<file path="src/rtl/seg_watch.sv">
// seg_watch: snoops register-file writes to one watched register and shows
// each captured 32-bit word on a single active-low 7-segment digit as eight
// hex nibbles (MSB first) followed by a dash. Holds one pending word so that
// back-to-back writes never stall the core; the latest pending word wins.
module seg_watch #(
    parameter int unsigned DWELL     = 25_000_000,
    parameter logic [4:0]  WATCH_REG = 5'd2
) (
    input  logic        clk,
    input  logic        rst,
    input  logic        wr_en,
    input  logic [4:0]  wr_reg,
    input  logic [31:0] wr_data,
    output logic [6:0]  seg,
    output logic        busy,
    output logic        drop
);

    localparam int unsigned       CNT_W    = $clog2(DWELL) + 1;
    localparam logic [CNT_W-1:0]  CNT_LAST = CNT_W'(DWELL - 1);
    localparam logic [6:0]        SEG_BLANK = 7'h7F;
    localparam logic [6:0]        SEG_DASH  = 7'h3F;

    typedef enum logic [1:0] {
        S_IDLE = 2'd0,
        S_SHOW = 2'd1,
        S_GAP  = 2'd2
    } state_t;

    state_t           state, state_d;
    logic [31:0]      word, word_d;
    logic [2:0]       idx, idx_d;
    logic [CNT_W-1:0] cnt, cnt_d;
    logic [31:0]      pend_word, pend_word_d;
    logic             pend_valid, pend_valid_d;
    logic [6:0]       seg_d;
    logic             busy_d;
    logic             drop_d;
    logic             hit_c;
    logic             dwell_done_c;
    logic [3:0]       nib_c;

    // Hex digit to active-low {g,f,e,d,c,b,a}.
    function automatic logic [6:0] hex_to_seg(input logic [3:0] n);
        logic [6:0] s;
        case (n)
            4'h0:    s = 7'h40;
            4'h1:    s = 7'h79;
            4'h2:    s = 7'h24;
            4'h3:    s = 7'h30;
            4'h4:    s = 7'h19;
            4'h5:    s = 7'h12;
            4'h6:    s = 7'h02;
            4'h7:    s = 7'h78;
            4'h8:    s = 7'h00;
            4'h9:    s = 7'h10;
            4'hA:    s = 7'h08;
            4'hB:    s = 7'h03;
            4'hC:    s = 7'h46;
            4'hD:    s = 7'h21;
            4'hE:    s = 7'h06;
            default: s = 7'h0E;
        endcase
        return s;
    endfunction

    // Write-port snoop; $zero is never treated as a hit.
    assign hit_c        = wr_en && (wr_reg == WATCH_REG) && (wr_reg != 5'd0);
    assign dwell_done_c = (cnt == CNT_LAST);

    // Next-state, pending capture and next display value.
    always_comb begin
        state_d      = state;
        word_d       = word;
        idx_d        = idx;
        cnt_d        = cnt;
        pend_word_d  = pend_word;
        pend_valid_d = pend_valid;
        drop_d       = 1'b0;

        case (state)
            S_IDLE: begin
                if (hit_c) begin
                    state_d = S_SHOW;
                    word_d  = wr_data;
                    idx_d   = 3'd7;
                    cnt_d   = '0;
                end
            end
            S_SHOW: begin
                if (dwell_done_c) begin
                    cnt_d = '0;
                    if (idx == 3'd0) begin
                        state_d = S_GAP;
                    end else begin
                        idx_d = idx - 3'd1;
                    end
                end else begin
                    cnt_d = cnt + CNT_W'(1);
                end
                if (hit_c) begin
                    pend_word_d  = wr_data;
                    pend_valid_d = 1'b1;
                    drop_d       = pend_valid;
                end
            end
            S_GAP: begin
                if (dwell_done_c) begin
                    cnt_d = '0;
                    if (hit_c) begin
                        // A fresh write at the gap edge beats the older pending word.
                        state_d      = S_SHOW;
                        word_d       = wr_data;
                        idx_d        = 3'd7;
                        pend_valid_d = 1'b0;
                        drop_d       = pend_valid;
                    end else if (pend_valid) begin
                        state_d      = S_SHOW;
                        word_d       = pend_word;
                        idx_d        = 3'd7;
                        pend_valid_d = 1'b0;
                    end else begin
                        state_d = S_IDLE;
                    end
                end else begin
                    cnt_d = cnt + CNT_W'(1);
                    if (hit_c) begin
                        pend_word_d  = wr_data;
                        pend_valid_d = 1'b1;
                        drop_d       = pend_valid;
                    end
                end
            end
            default: begin
                state_d      = S_IDLE;
                cnt_d        = '0;
                pend_valid_d = 1'b0;
            end
        endcase

        nib_c  = 4'(word_d >> {idx_d, 2'b00});
        busy_d = (state_d != S_IDLE);
        case (state_d)
            S_SHOW:  seg_d = hex_to_seg(nib_c);
            S_GAP:   seg_d = SEG_DASH;
            default: seg_d = SEG_BLANK;
        endcase
    end

    // State and output registers with synchronous reset.
    always_ff @(posedge clk) begin
        if (rst) begin
            state      <= S_IDLE;
            word       <= '0;
            idx        <= '0;
            cnt        <= '0;
            pend_word  <= '0;
            pend_valid <= 1'b0;
            seg        <= SEG_BLANK;
            busy       <= 1'b0;
            drop       <= 1'b0;
        end else begin
            state      <= state_d;
            word       <= word_d;
            idx        <= idx_d;
            cnt        <= cnt_d;
            pend_word  <= pend_word_d;
            pend_valid <= pend_valid_d;
            seg        <= seg_d;
            busy       <= busy_d;
            drop       <= drop_d;
        end
    end

endmodule

</file>
<file path="config.mk">
export PLATFORM = sky130hd
export DESIGN_NAME = seg_watch
export DESIGN_NICKNAME = d
export VERILOG_FILES = /design/src/rtl/seg_watch.sv
export SDC_FILE = /design/constraint.sdc
export NUM_CORES = 1
export LEC_CHECK = 0
export CAP_MARGIN = 20
export CORE_MARGIN = 2
export CORE_UTILIZATION = 50
export CTS_CLUSTER_DIAMETER = 80
export DETAILED_ROUTE_END_ITERATION = 16
export DONT_BUFFER_PORTS = 1
export PLACE_DENSITY = 0.67
export SLEW_MARGIN = 5
export SYNTH_ARGS = -nofsm -noshare
export SYNTH_HDL_FRONTEND = slang
export SYNTH_SLANG_ARGS = --single-unit
</file>
<file path="constraint.sdc">
create_clock -name clk -period 10.2 [get_ports clk]
set_input_delay 2.04 -clock clk [delete_from_list [all_inputs] [get_ports clk]]
set_output_delay 2.04 -clock clk [all_outputs]
set_load 0.005 [all_outputs]
</file>
Word level (Yosys, flattened, before mapping)
Memories as Yosys holds them, arrays and structs flattened.
Cells that the tools add are included.
{"block": "word_totals", "regBits": 105, "mem_bits_ro": 112, "wordCells": 62, "memories": 1}
{"memory": "(no name shown)", "words": 16, "word_bits": 7, "read_ports": 1, "rd_ports_with_merged_regs": 0, "wr": 0, "line": "46", "rtl": "case (n)"}
{"block": "op_classes", "addsub": 2, "n_eq_ne": 8, "shifts": 1, "n_mux": 29, "bitwise_logic": 2, "reduce_logical": 10}
{"cell": "$mux W32", "n": 6}
{"cell": "$pmux W32 S2", "n": 2}
{"cell": "$mux W26", "n": 2}
{"cell": "$pmux W26 S2", "n": 1}
{"cell": "$shr A32 B5 Y4", "n": 1}
{"cell": "$add A26 B1 Y26 const B", "n": 1}
{"cell": "$eq A26 B25 Y1 const B", "n": 1}
{"cell": "$mux W3", "n": 6}
{"cell": "$pmux W7 S2", "n": 1}
{"cell": "$pmux W3 S3", "n": 1}
{"cell": "$mux W2", "n": 4}
{"cell": "$pmux W2 S3", "n": 1}
{"cell": "$eq A5 B2 Y1 const B", "n": 1}
{"cell": "$reduce_bool A5 Y1", "n": 1}
{"cell": "$eq A2 B1 Y1 const B", "n": 2}
{"cell": "$eq A2 B2 Y1 const B", "n": 2}
{"cell": "$mux W1", "n": 4}
{"cell": "$ne A2 B2 Y1 const B", "n": 2}
{"cell": "$reduce_bool A2 Y1", "n": 2}
{"cell": "$logic_not A3 Y1", "n": 1}
{"cell": "$pmux W1 S3", "n": 1}
{"cell": "$reduce_or A3 Y1", "n": 1}
{"cell": "$sub A3 B1 Y3 const B", "n": 1}
{"cell": "$logic_and A1 B1 Y1", "n": 2}
{"cell": "other kinds (4)", "n": 5}

Logic depth before layout (Yosys ltp)
Gate-level depths: netlist of the first run.
An unclocked memory read counts as a cell.
{"block": "logic_depth", "ltp_word": 9, "depth_mapped": 17}

Worst setup path after synthesis of the first run
Ideal clock, no wire load.
{"block": "synth_timing", "path_type": "input -> register", "startpoint": "input port wr_reg[0]", "endpoint": "register seg[3]", "arrival_time_ns": 4.998, "required_time_ns": 10.068, "setup_slack_ns": 5.070, "path_stages": 14, "n_path_buf": 2, "cell_sequence": "or4b_1 -> nor2_2 -> clkbuf_1 -> clkbuf_1 -> nand2_1 -> a21oi_1 -> a21oi_1 -> mux2i_1 -> mux2i_1 -> a221o_1 -> ha_1 -> nor3_1 -> a2111oi_2 -> a211oi_2"}
{"block": "synth_via", "elab_chain_len": 9, "word_cells_on_any_way": 21, "cone_classes": "eq/ne (3); shift (1); mux (13); reduce/logical (3); memory (1)"}
{"item": "start, declared", "line": "12", "rtl": "input logic [4:0] wr_reg,"}
{"item": "$eq A5 B2 Y1", "line": "68", "rtl": "assign hit_c = wr_en && (wr_reg == WATCH_REG) && (wr_reg != 5'd0);"}
{"item": "$logic_and A1 B1 Y1", "line": "68"}
{"item": "$logic_and A1 B1 Y1 (*)", "line": "68"}
{"item": "$mux W3 / $mux W32 (equally long branches)", "line": "110", "rtl": "if (hit_c) begin"}
{"item": "$mux W3 / $mux W32 (equally long branches)", "line": "108", "rtl": "if (dwell_done_c) begin"}
{"item": "$pmux W3 S3 / $pmux W32 S2 (equally long branches)", "line": "81", "rtl": "case (state)"}
{"item": "$shr A32 B5 Y4", "line": "141", "rtl": "nib_c = 4'(word_d >> {idx_d, 2'b00});"}
{"item": "$mem_v2 Z16 W7"}
{"item": "$pmux W7 S2 (*)", "line": "143", "rtl": "case (state_d)"}
{"item": "end signal, assigned", "line": "169", "rtl": "seg <= seg_d;"}
{"item": "end, declared", "line": "14", "rtl": "output logic [6:0] seg,"}
Mark *: on every way between the ends. The rest lies on a longest branch, timed or not.
A chain may end at the register's enable or synchronous reset.

Worst setup path in the final report of the first run
Same ends and word-level chain as after synthesis.

==> metrics.md, run 1 <==
| Metric | Value |
|---|---|
| Layout cells sized above 1 | 0.0770 |
| Number of antenna-violating nets in the routed design | 0 |
| Cts hold-fix bufs | 0 |
| Worst setup SP type | input port |
| Syn_nets | 700 |
| CTS clock-pin slew for the worst setup and hold paths | 0.11 ns |
| Data arrival, critical path | 5.58 ns |
| Setup TNS | 0 ns |
| Clock insertion delay at the later pin of the skew report | 0.39 ns |
| Post-Syn Area per Cell | 8.48 um^2 |
| Crit path time final | 5.27 ns |
| DRC | 0 |
| Top Ports | 49 |
| Drt total wl | 12300 um |
| Seq pwr share | 0.564 |
| Synth Cell Area | 0.00545 mm^2 |
| Initial core utilization | 0.507 |
| Ys flop type | dfxtp_1 |
| Final setup viols | 0 |
| Leakage | 2.26 nW |
| Final hold vios | 0 |
| Placed Area | 0.00549 mm^2 |
| HPWL after detailed placement | 8740 um |
| Routability cong. | 0.878 |
| Max Fanout on Critical Path | 35 |
| Average wire per standard cell | 16.2 um |
| Total Routing Usage GR | 0.219 |
| Max_cap viols | 0 |
| #FFs+latches synth | 105 |
| PostCTS Resize Cnt | 0 |
| Initial drt markers | 248 |
| Via count | 4461 |
| ANT cells | 0 |
| Clk sinks | 105 |
| Die Ht | 108 um |
| First-pass GRT wire length | 20400 um |
| CTS tree | built |
| Worst slew margin | 0.295 |
| Internal | 0.566 mW |
| Core area | 0.0107 mm^2 |
| Setup bufs post-CTS | 0 |
| Input/output buffers | 0 |
| CP Capture Type | register |
| Ys async rst share | 0 |
| Filler cell count | 1054 |
| Post-route cell area | 0.00573 mm^2 |
| Register area share after synthesis | 0.385 |
| Cell total after placement | 747 |
| Num rows | 38 |
| Synth unique cells | 72 |
| Number of cells produced by synthesis | 643 |
| # nets final | 675 |
| Vias per cell | 5.85 |
| H-tree depth | 3 |
| Combinational share of power | 0.025 |
| TritonCTS Buffers | 9 |
| FMAX | 190 MHz |
| Worst Max-Slew Pin Slew | 1.05 ns |
| Unrepaired setup endpoints after global routing | no |
| Post-synth EDFFs | 0 |
| Die area | 0.0118 mm^2 |
| CTS root buf | clkbuf_8 |
| Gr ovfl total | 0 |
| Largest net degree at the start of global routing | 80 |
| CTS max path bufs | 2 |
| Initial antenna violation count | 0 |
| Clk network pwr share | 0.410 |
| Final clock skew | 0.0123 ns |
| Number of synthesis warnings | 0 |
| PD cells | 127 mW/mm^2 |
| Vias in the first global route | 4210 |
| Status | finished clean |
| CP required | 10.51 ns |
| Horiz. Die Dim | 108 um |
| Area Growth Syn to Fin | 5.03% |
| Hold WC Path Type | reg -> reg |
| Layout Cells excl Fill | 763 |
| Sw Share | 0.225 |
| 1st-pass router iterations | 4 |
| Final Max Slew Viols | 0 |
| Max IR drop VDD | 0.111 mV |
| Sw Pwr | 0.164 mW |
| Final period util | 0.517 |
| CP Class | in -> reg |
[flip-flops by register name, summed over array words and instances (netlist names)]
| register | cells |
|---|---|
| state | 2 |
| word | 32 |
| pend_valid | 1 |
| seg | 7 |
| idx | 3 |
| pend_word | 32 |
| drop | 1 |
| busy | 1 |
| cnt | 26 |
[area by class of cell]
cell class,instances,area (um^2),area share
Inverter,16,60.1,0.0105
Clock buffer,10,138,0.0240
Sequential cell,105,2100,0.367
Multi-Input combinational cell,481,3120,0.545
Timing Repair Buffer,5,37.5,0.00655
Tap cell,140,175,0.0306
Clock inverter,6,95.1,0.0166
[worst max-delay path, cell delays in order]
cell	delay (ns)
or4b_1	0.54
nor2_2	0.10
buf_4	0.34
and3_1	0.25
a31oi_2	0.04
buf_4	0.27
a221oi_1	0.39
mux2_2	0.23
a21oi_1	0.06
o211a_1	0.31
inv_1	0.15
ha_1	0.26
nor3_1	0.27
a2111oi_2	0.09
a211oi_2	0.22
[final timing paths]
kind,from,end,slack (ns),cells after the start
min,word[20],word[20],0.46,2
max reg2reg,cnt[0],seg[0],5.95,11
min reg2reg,word[20],word[20],0.46,2
max,wr_reg[0],seg[3],4.93,15
[Yosys cell counts (4+ instances only)]
master    count  area [um^2]
nand3_1      28          140
a221oi_1     13          114
nor2_1      110          413
nand2b_1      4         25.0
nand2_1      66          248
inv_1        16         60.1
nor2b_1       6         37.5
mux2i_1      46          460
clkbuf_1     30          113
a21o_1        7         52.6
and2_1        4         25.0
a21oi_1      41          205
ha_1         17          213
nor3_1        7         35.0
and3_1        5         31.3
xnor2_1       7         61.3
nand4_1       7         43.8
dfxtp_1     105         2100
o21ai_0      13         65.1
xor2_1       13          114
o31ai_1       4         30.0
a22oi_1       5         37.5
mux2_2       10          113
and4_1        4         35.0
buf_2         5         25.0
[logic make-up (layout without fill, tap and decap cells)]
group | count (synthesis) | in the layout | synth area share
and+or+nand+nor | 267 | 267 | 0.239
xor gates and xnor gates | 20 | 20 | 0.0321
buffers and inverters | 57 | 37 | 0.0425
DFF | 105 | 105 | 0.385
adders and majority gates | 17 | 17 | 0.0390
muxes | 57 | 57 | 0.108
AOI/OAI and AO/OA | 120 | 120 | 0.154
[cells in the final DEF (no fill, tap or decap), types with 10 or more instances in the layout]
| cell | instances |
|---|---|
| nor2_1 | 110 |
| dfxtp_1 | 105 |
| mux2i_1 | 46 |
| o21ai_0 | 13 |
| nand2_1 | 66 |
| mux2_2 | 10 |
| clkbuf_8 | 10 |
| xor2_1 | 13 |
| a21oi_1 | 41 |
| nand3_1 | 28 |
| ha_1 | 17 |
| a221oi_1 | 13 |
| inv_1 | 16 |
[metal layers]
| metal | wire length [um] | GRT usage | part of all wire | up-vias |
|---|---|---|---|---|
| met4 | 138 | 0.0733 | 0.011 | 0 |
| met1 | 5400 | 0.275 | 0.44 | 2134 |
| li1 | - | - | - | 2213 |
| met3 | 565 | 0.0464 | 0.046 | 10 |
| met2 | 6230 | 0.373 | 0.51 | 104 |
| met5 | 0 | 0 | 0 | - |
[power by group through the flow]
stage          Combinational (mW)  Sequential [mW]  Clock [mW]
5_1_grt                    0.0206            0.412       0.326
2_1_floorplan              0.0194            0.421           0
3_3_place_gp               0.0181            0.421           0
6_report                   0.0186            0.412       0.299
4_1_cts                    0.0188            0.412       0.309
3_5_place_dp               0.0187            0.421           0
[metrics by stage]
step / hold WS (ns) / util / power, mW / worst slack (ns)
after floorplan: 0.433 / - / 0.440 / 5.07
after global placement: 0.433 / 0.511 / 0.439 / 4.61
after detailed placement: 0.449 / 0.511 / 0.440 / 4.53
after CTS: 0.463 / 0.533 / 0.739 / 4.92
after global routing: 0.483 / 0.533 / 0.758 / 4.59
final: 0.465 / 0.533 / 0.730 / 4.93
Power figures use the tool's default switching activity.
==> inputs of run 2 (changes only) <==
==> constraint.sdc (replaced) <==
create_clock -name clk -period 5.3 [get_ports clk]
set_input_delay 1.06 -clock clk [delete_from_list [all_inputs] [get_ports clk]]
set_output_delay 1.06 -clock clk [all_outputs]
set_load 0.005 [all_outputs]
==> metrics.md, run 2 (synthesized netlist as in run 1, its figures left out) <==
| Metric | Value |
|---|---|
| Layout cells sized above 1 | 0.0785 (+0.00148) |
| Total Routing Usage GR | 0.226 (+0.00670) |
| Sw Pwr | 0.318 mW (+94%) |
| FMAX | 233 MHz |
| Vias in the first global route | 4316 (+2.5%) |
| Sw Share | 0.245 (+0.0201) |
| Final Max Slew Viols | 0 (unchanged) |
| Clock insertion delay at the later pin of the skew report | 0.40 ns (about the same) |
| CTS clock-pin slew for the worst setup and hold paths | 0.11 ns (about the same) |
| Max Fanout on Critical Path | 16 (-54%) |
| CTS tree | built |
| Routability cong. | 0.874 (-0.42%) |
| Final clock skew | 0.0148 ns (+0.00252 ns) |
| Vias per cell | 5.82 (-0.44%) |
| Max incr delay on CP | 0.70 ns (+0.16 ns) |
| Crit path time final | 4.30 ns |
| CP required | 5.62 ns (-4.89 ns) |
| Most frequent cells in the layout | nor2_1 (110), dfxtp_1 (105), nand2_1 (66), mux2i_1 (46), a21oi_1 (41) |
| Internal | 0.981 mW (+73%) |
| Largest net degree at the start of global routing | 80 (unchanged) |
| Max IR drop VDD | 0.198 mV (+78%) |
| Combinational share of power | 0.028 (+0.003) |
| Core area | 0.0107 mm^2 (unchanged) |
| Area Growth Syn to Fin | 4.15% |
| CP top delay family | simple AND/OR/NAND/NOR gates |
| FF-to-FF setup slack | 1.00 ns (-4.95 ns) |
| Worst Max-Slew Pin Slew | 0.921 ns (-0.131 ns) |
| Initial core utilization | 0.507 (unchanged) |
| Gr ovfl total | 0 (unchanged) |
| Unrepaired setup endpoints after global routing | no |
| Die area | 0.0118 mm^2 (unchanged) |
| Average wire per standard cell | 16.2 um (+0.19%) |
| Setup bufs post-CTS | 0 (unchanged) |
| Worst hold endpoint | word[6] |
| H-tree depth | 3 (unchanged) |
| Initial antenna violation count | 0 (unchanged) |
| Clk network pwr share | 0.362 (-0.048) |
| CTS root buf | clkbuf_8 |
| Final period util | 0.811 |
| Clk sinks | 105 (unchanged) |
| 1st-pass router iterations | 5 (+1) |
| Via count | 4447 (-0.31%) |
| TritonCTS Buffers | 9 (unchanged) |
| HPWL after detailed placement | 8800 um (+0.60%) |
| Hold WC Path Type | reg -> reg |
| CP Class | reg -> reg |
| Die Ht | 108 um (unchanged) |
| Final hold vios | 0 (unchanged) |
| Top Ports | 49 (unchanged) |
| PostCTS Resize Cnt | 0 (unchanged) |
| Number of antenna-violating nets in the routed design | 0 (unchanged) |
| Initial drt markers | 298 (+20%) |
| CP Capture Type | register |
| Status | finished clean |
| Crit path buf inv count | 1 (-2) |
| Worst slew margin | 0.381 (+0.0861) |
| Slowest cell on crit path | nor4_4 |
| Hold Worst Slack | 0.468 ns (+0.00365 ns) |
| R2r endpoint | seg[3] |
| Worst setup SP type | register |
| Num rows | 38 (unchanged) |
| Post-place setup slack | 0.841 ns (-3.69 ns) |
| Leakage | 2.24 nW (-0.85%) |
| Biggest regs | pend_word: 32 flops, word: 32 flops, cnt: 26 flops |
| Input/output buffers | 0 (unchanged) |
| Commonest non-fill, non-tap cell in the layout | nor2_1 |
| Setup WS post-layout | 1.00 ns (-3.93 ns) |
| Launch point of the worst reg-to-reg path | cnt[0] |
| CTS max path bufs | 2 (unchanged) |
| Drt total wl | 12400 um (+0.32%) |
| PD cells | 229 mW/mm^2 (+79%) |
| DRC | 0 (unchanged) |
| Cts hold-fix bufs | 0 (unchanged) |
| First-pass GRT wire length | 21000 um (+2.9%) |
| Seq pwr share | 0.610 (+0.046) |
| Cells on Worst Hold Path | 2 (unchanged) |
| # nets final | 676 (+0.15%) |
| Cell Chain, Critical Path | ha_1, and4_1, nand4_4, or3_4, nor4_4, a221oi_1, mux2_2, a21oi_1, o211a_1, inv_1, ha_1, nor3_1, a2111oi_2, a211oi_2 |
| Data arrival, critical path | 4.62 ns (-0.96 ns) |
| Horiz. Die Dim | 108 um (unchanged) |
| CP dominant cell by count | ha_1 |
| Worst min-delay path startpoint | word[6] |
| FF-to-FF path depth | 14 (+3) |
| Final setup viols | 0 (unchanged) |
| Setup TNS | 0 ns (unchanged) |
| Pwr Total | 1.30 mW (+78%) |
| Max_cap viols | 0 (unchanged) |
| ANT cells | 0 (unchanged) |
run 2: cell types whose count changed in the layout (fill, tap and decap cells not counted), sizes merged:
| cell | delta |
|---|---|
| bufinv | -2 |
| clkinv | +2 |
| buf | +1 |
| clkbuf | -1 |
| clkinvlp | +1 |
run 2: per-layer routing:
layer  up-vias  global-route usage  wire, um
met5         -                   0         0
met4         0              0.0861       260
met2        89               0.381      5920
li1       2215                   -         -
met3        16              0.0536       587
met1      2127               0.278      5600
run 2: how the worst max path moves through the flow:
stage	slack (ns)	start	end	cells past startpoint
floorplan	1.15	wr_reg[0]	seg[3]	14
global placement	0.91	wr_reg[0]	seg[3]	12
detailed placement	0.84	wr_reg[0]	seg[3]	12
CTS	1.01	cnt[0]	seg[3]	14
global route	0.64	state[1]	seg[3]	14
finish	1.00	cnt[0]	seg[3]	14
run 2: worst min-delay path, stage by stage (launching register included):
cell	delay (ns)
dfxtp_1	0.31
nand2_1	0.06
a21oi_1	0.06
run 2: through the flow:
step	area [um^2]	utilization	instances
floorplan	5450	-	643
global placement	5500	0.512	748
detailed placement	5500	0.512	748
CTS	5680	0.529	764
global route	5680	0.529	764
finish	5680	0.529	764
run 2: cell type report:
type | instances | area, um^2
multi-input combinational | 481 | 3120
timing repair buffer | 6 | 45.0
sequential | 105 | 2100
inverter | 16 | 60.1
clock buffer | 9 | 124
clock inverter | 7 | 53.8
fill | 1023 | 5070
tap | 140 | 175
run 2: power by group through the flow:
stage                     Clock, mW  Sequential, mW  Combinational, mW
after floorplan                   0           0.810             0.0374
after global placement            0           0.811             0.0352
after global routing          0.514           0.793             0.0402
after CTS                     0.486           0.792             0.0362
final                         0.470           0.792             0.0360
after detailed placement          0           0.811             0.0359
==> inputs of run 3 (changes only) <==
==> constraint.sdc (replaced) <==
create_clock -name clk -period 4.34 [get_ports clk]
set_input_delay 0.868 -clock clk [delete_from_list [all_inputs] [get_ports clk]]
set_output_delay 0.868 -clock clk [all_outputs]
set_load 0.005 [all_outputs]
==> metrics.md, run 3 (synthesized netlist as in run 1, its figures left out) <==
| Metric | Value |
|---|---|
| Status | finished clean |
| CTS clock-pin slew for the worst setup and hold paths | 0.10 ns (about the same) |
| CP Capture Type | register |
| H-tree depth | 3 (unchanged) |
| Post-place setup slack | 0.0633 ns (-0.778 ns) |
| Top Ports | 49 (unchanged) |
| Worst Max-Slew Pin Slew | 0.599 ns (-0.321 ns) |
| 1st-pass router iterations | 5 (unchanged) |
| Input/output buffers | 0 (unchanged) |
| Number of antenna-violating nets in the routed design | 0 (unchanged) |
| TritonCTS Buffers | 9 (unchanged) |
| Max_cap viols | 0 (unchanged) |
| Cells on Worst Hold Path | 2 (unchanged) |
| Worst slew margin | 0.599 (+0.218) |
| Via count | 4535 (+2.0%) |
| Clock insertion delay at the later pin of the skew report | 0.39 ns (about the same) |
| CTS max path bufs | 2 (unchanged) |
| Sw Pwr | 0.393 mW (+24%) |
| # nets final | 696 (+3.0%) |
| Horiz. Die Dim | 108 um (unchanged) |
| Seq pwr share | 0.601 (-0.009) |
| R2r endpoint | seg[3] |
| Hold WC Path Type | reg -> reg |
| Filler cell count | 1012 (-1.1%) |
| Final setup viols | 0 (unchanged) |
| Cell total after placement | 766 (+2.4%) |
| Multi-input logic area | 0.00313 mm^2 (+0.20%) |
| Combinational share of power | 0.030 (+0.002) |
| Internal | 1.22 mW (+24%) |
| Vias per cell | 5.78 (-0.62%) |
| Max IR drop VDD | 0.316 mV (+60%) |
| Area Growth Syn to Fin | 7.41% |
| Max Fanout on Critical Path | 14 (-2) |
| Unrepaired setup endpoints after global routing | no |
| Initial drt markers | 232 (-22%) |
| Die Ht | 108 um (unchanged) |
| Num rows | 38 (unchanged) |
| FMAX | 254 MHz (+9.0%) |
| Slowest cell on crit path | a311oi_1 |
| Setup TNS | 0 ns (unchanged) |
| Final hold vios | 0 (unchanged) |
| PD cells | 275 mW/mm^2 (+20%) |
| Cts hold-fix bufs | 0 (unchanged) |
| Vias in the first global route | 4356 (+0.93%) |
| Setup WS post-layout | 0.397 ns (-0.604 ns) |
| CTS root buf | clkbuf_8 |
| Final Max Slew Viols | 0 (unchanged) |
| Gr ovfl total | 0 (unchanged) |
| Hold Worst Slack | 0.463 ns (-0.00542 ns) |
| Routability cong. | 0.898 (+2.8%) |
| ANT cells | 0 (unchanged) |
| Initial antenna violation count | 0 (unchanged) |
| HPWL after detailed placement | 9400 um (+6.9%) |
| Final clock skew | 0.0126 ns (-0.00217 ns) |
| Layout Cells excl Fill | 784 (+2.6%) |
| Register area | 0.00210 mm^2 (unchanged) |
| Layout cells sized above 1 | 0.110 (+0.0317) |
| Sw Share | 0.244 (-0.000658) |
| FF-to-FF path depth | 14 (unchanged) |
| CTS tree | built |
| Crit path time final | 3.94 ns (-0.356 ns) |
| FF-to-FF setup slack | 0.40 ns (-0.60 ns) |
| Most frequent cells in the layout | nor2_1 (110), dfxtp_1 (105), nand2_1 (66), mux2i_1 (46), a21oi_1 (41) |
| Launch point of the worst reg-to-reg path | state[0] |
| Clk sinks | 105 (unchanged) |
| Met2 global-route usage | 0.393 (+0.0116) |
| Commonest non-fill, non-tap cell in the layout | nor2_1 |
| Drt total wl | 13100 um (+5.7%) |
| Biggest regs | pend_word: 32 flops, word: 32 flops, cnt: 26 flops |
| Die area | 0.0118 mm^2 (unchanged) |
| Max incr delay on CP | 0.47 ns (-0.23 ns) |
| CP required | 4.66 ns (-0.96 ns) |
| Global routing usage on met1 | 0.288 (+0.00943) |
| DRC | 0 (unchanged) |
| Clk network pwr share | 0.369 (+0.007) |
| Grt met3 use | 0.0609 (+0.00723) |
| Core area | 0.0107 mm^2 (unchanged) |
| Data arrival, critical path | 4.26 ns (-0.36 ns) |
| Initial core utilization | 0.507 (unchanged) |
| Worst hold endpoint | word[20] |
| First-pass GRT wire length | 21500 um (+2.3%) |
| Worst min-delay path startpoint | word[20] |
| Largest net degree at the start of global routing | 80 (unchanged) |
| CP Class | reg -> reg |
| Final period util | 0.909 (+0.0974) |
| Leakage | 2.34 nW (+4.8%) |
| Worst setup SP type | register |
| Total Routing Usage GR | 0.233 (+0.00742) |
| Cell Chain, Critical Path | inv_1, ha_1, nor2_1, nor3_1, a311oi_1, and2_2, mux2_2, nand3_1, o211a_1, inv_1, ha_1, nor3_1, a2111oi_2, a211oi_2 |
| Most Crowded Layer GR | met2 |
| Pwr Total | 1.61 mW (+24%) |
| Average wire per standard cell | 16.7 um (+3.0%) |
## run 3: changes by cell type in the layout (fill, tap and decap cells not counted)
cell,change
a211oi_1,-1
a211oi_2,+1
and2_1,-1
and2_2,+1
buf_12,+1
buf_4,+19
clkbuf_8,+1
clkinv_2,-1
## run 3: worst max-delay path: cells and delay by family, from the launching register on
kind                     cells  cell delay, ns
AND/OR/NAND/NOR              5            1.10
AO/OA/AOI/OAI                4            1.01
adder cells (fa/ha/maj)      2            0.70
flip-flops                   1            0.43
multiplexers                 1            0.37
buffers and inverters        2            0.22
## run 3: final cells by class
| cell class | instances | area share |
|---|---|---|
| clock buffer | 10 | 0.0235 |
| clock inverter | 6 | 0.00833 |
| sequential | 105 | 0.359 |
| multi-input combinational | 481 | 0.534 |
| timing repair buffer | 26 | 0.0355 |
| tap | 140 | 0.0299 |
| inverter | 16 | 0.0103 |
## run 3: power groups by stage
stage	logic (mW)	registers [mW]	clock network [mW]
floorplan	0.0456	0.989	0
global placement	0.0462	0.990	0
detailed placement	0.0474	0.990	0
CTS	0.0476	0.968	0.611
global route	0.0525	0.968	0.648
finish	0.0478	0.968	0.595
## run 3: per-layer routing
| metal | share of wire | wire (um) |
|---|---|---|
| met5 | 0 | 0 |
| met3 | 0.052 | 675 |
| met4 | 0.018 | 240 |
| met1 | 0.44 | 5690 |
| met2 | 0.49 | 6470 |
## run 3: how the worst max path moves through the flow
stage,endpoint,slack (ns),depth (start not counted),startpoint
2_1_floorplan,seg[3],0.38,14,wr_reg[0]
3_3_place_gp,seg[3],0.20,13,wr_reg[1]
3_5_place_dp,seg[3],0.06,16,wr_reg[0]
4_1_cts,seg[3],0.16,15,cnt[0]
5_1_grt,seg[3],0.14,14,state[0]
6_report,seg[3],0.40,14,state[0]
## run 3: what timing repair did
item                                    4_1_cts  5_1_grt
resized for setup                             0        2
setup buffers                                 0        2
endpoints found under the setup margin        0        1
hold endpoints to repair                      0        0
## run 3: stage by stage
stage / area, um^2 / utilization
finish: 5860 / 0.545
global route: 5860 / 0.545
CTS: 5840 / 0.543
detailed placement: 5650 / 0.526
global placement: 5650 / 0.526
floorplan: 5450 / -
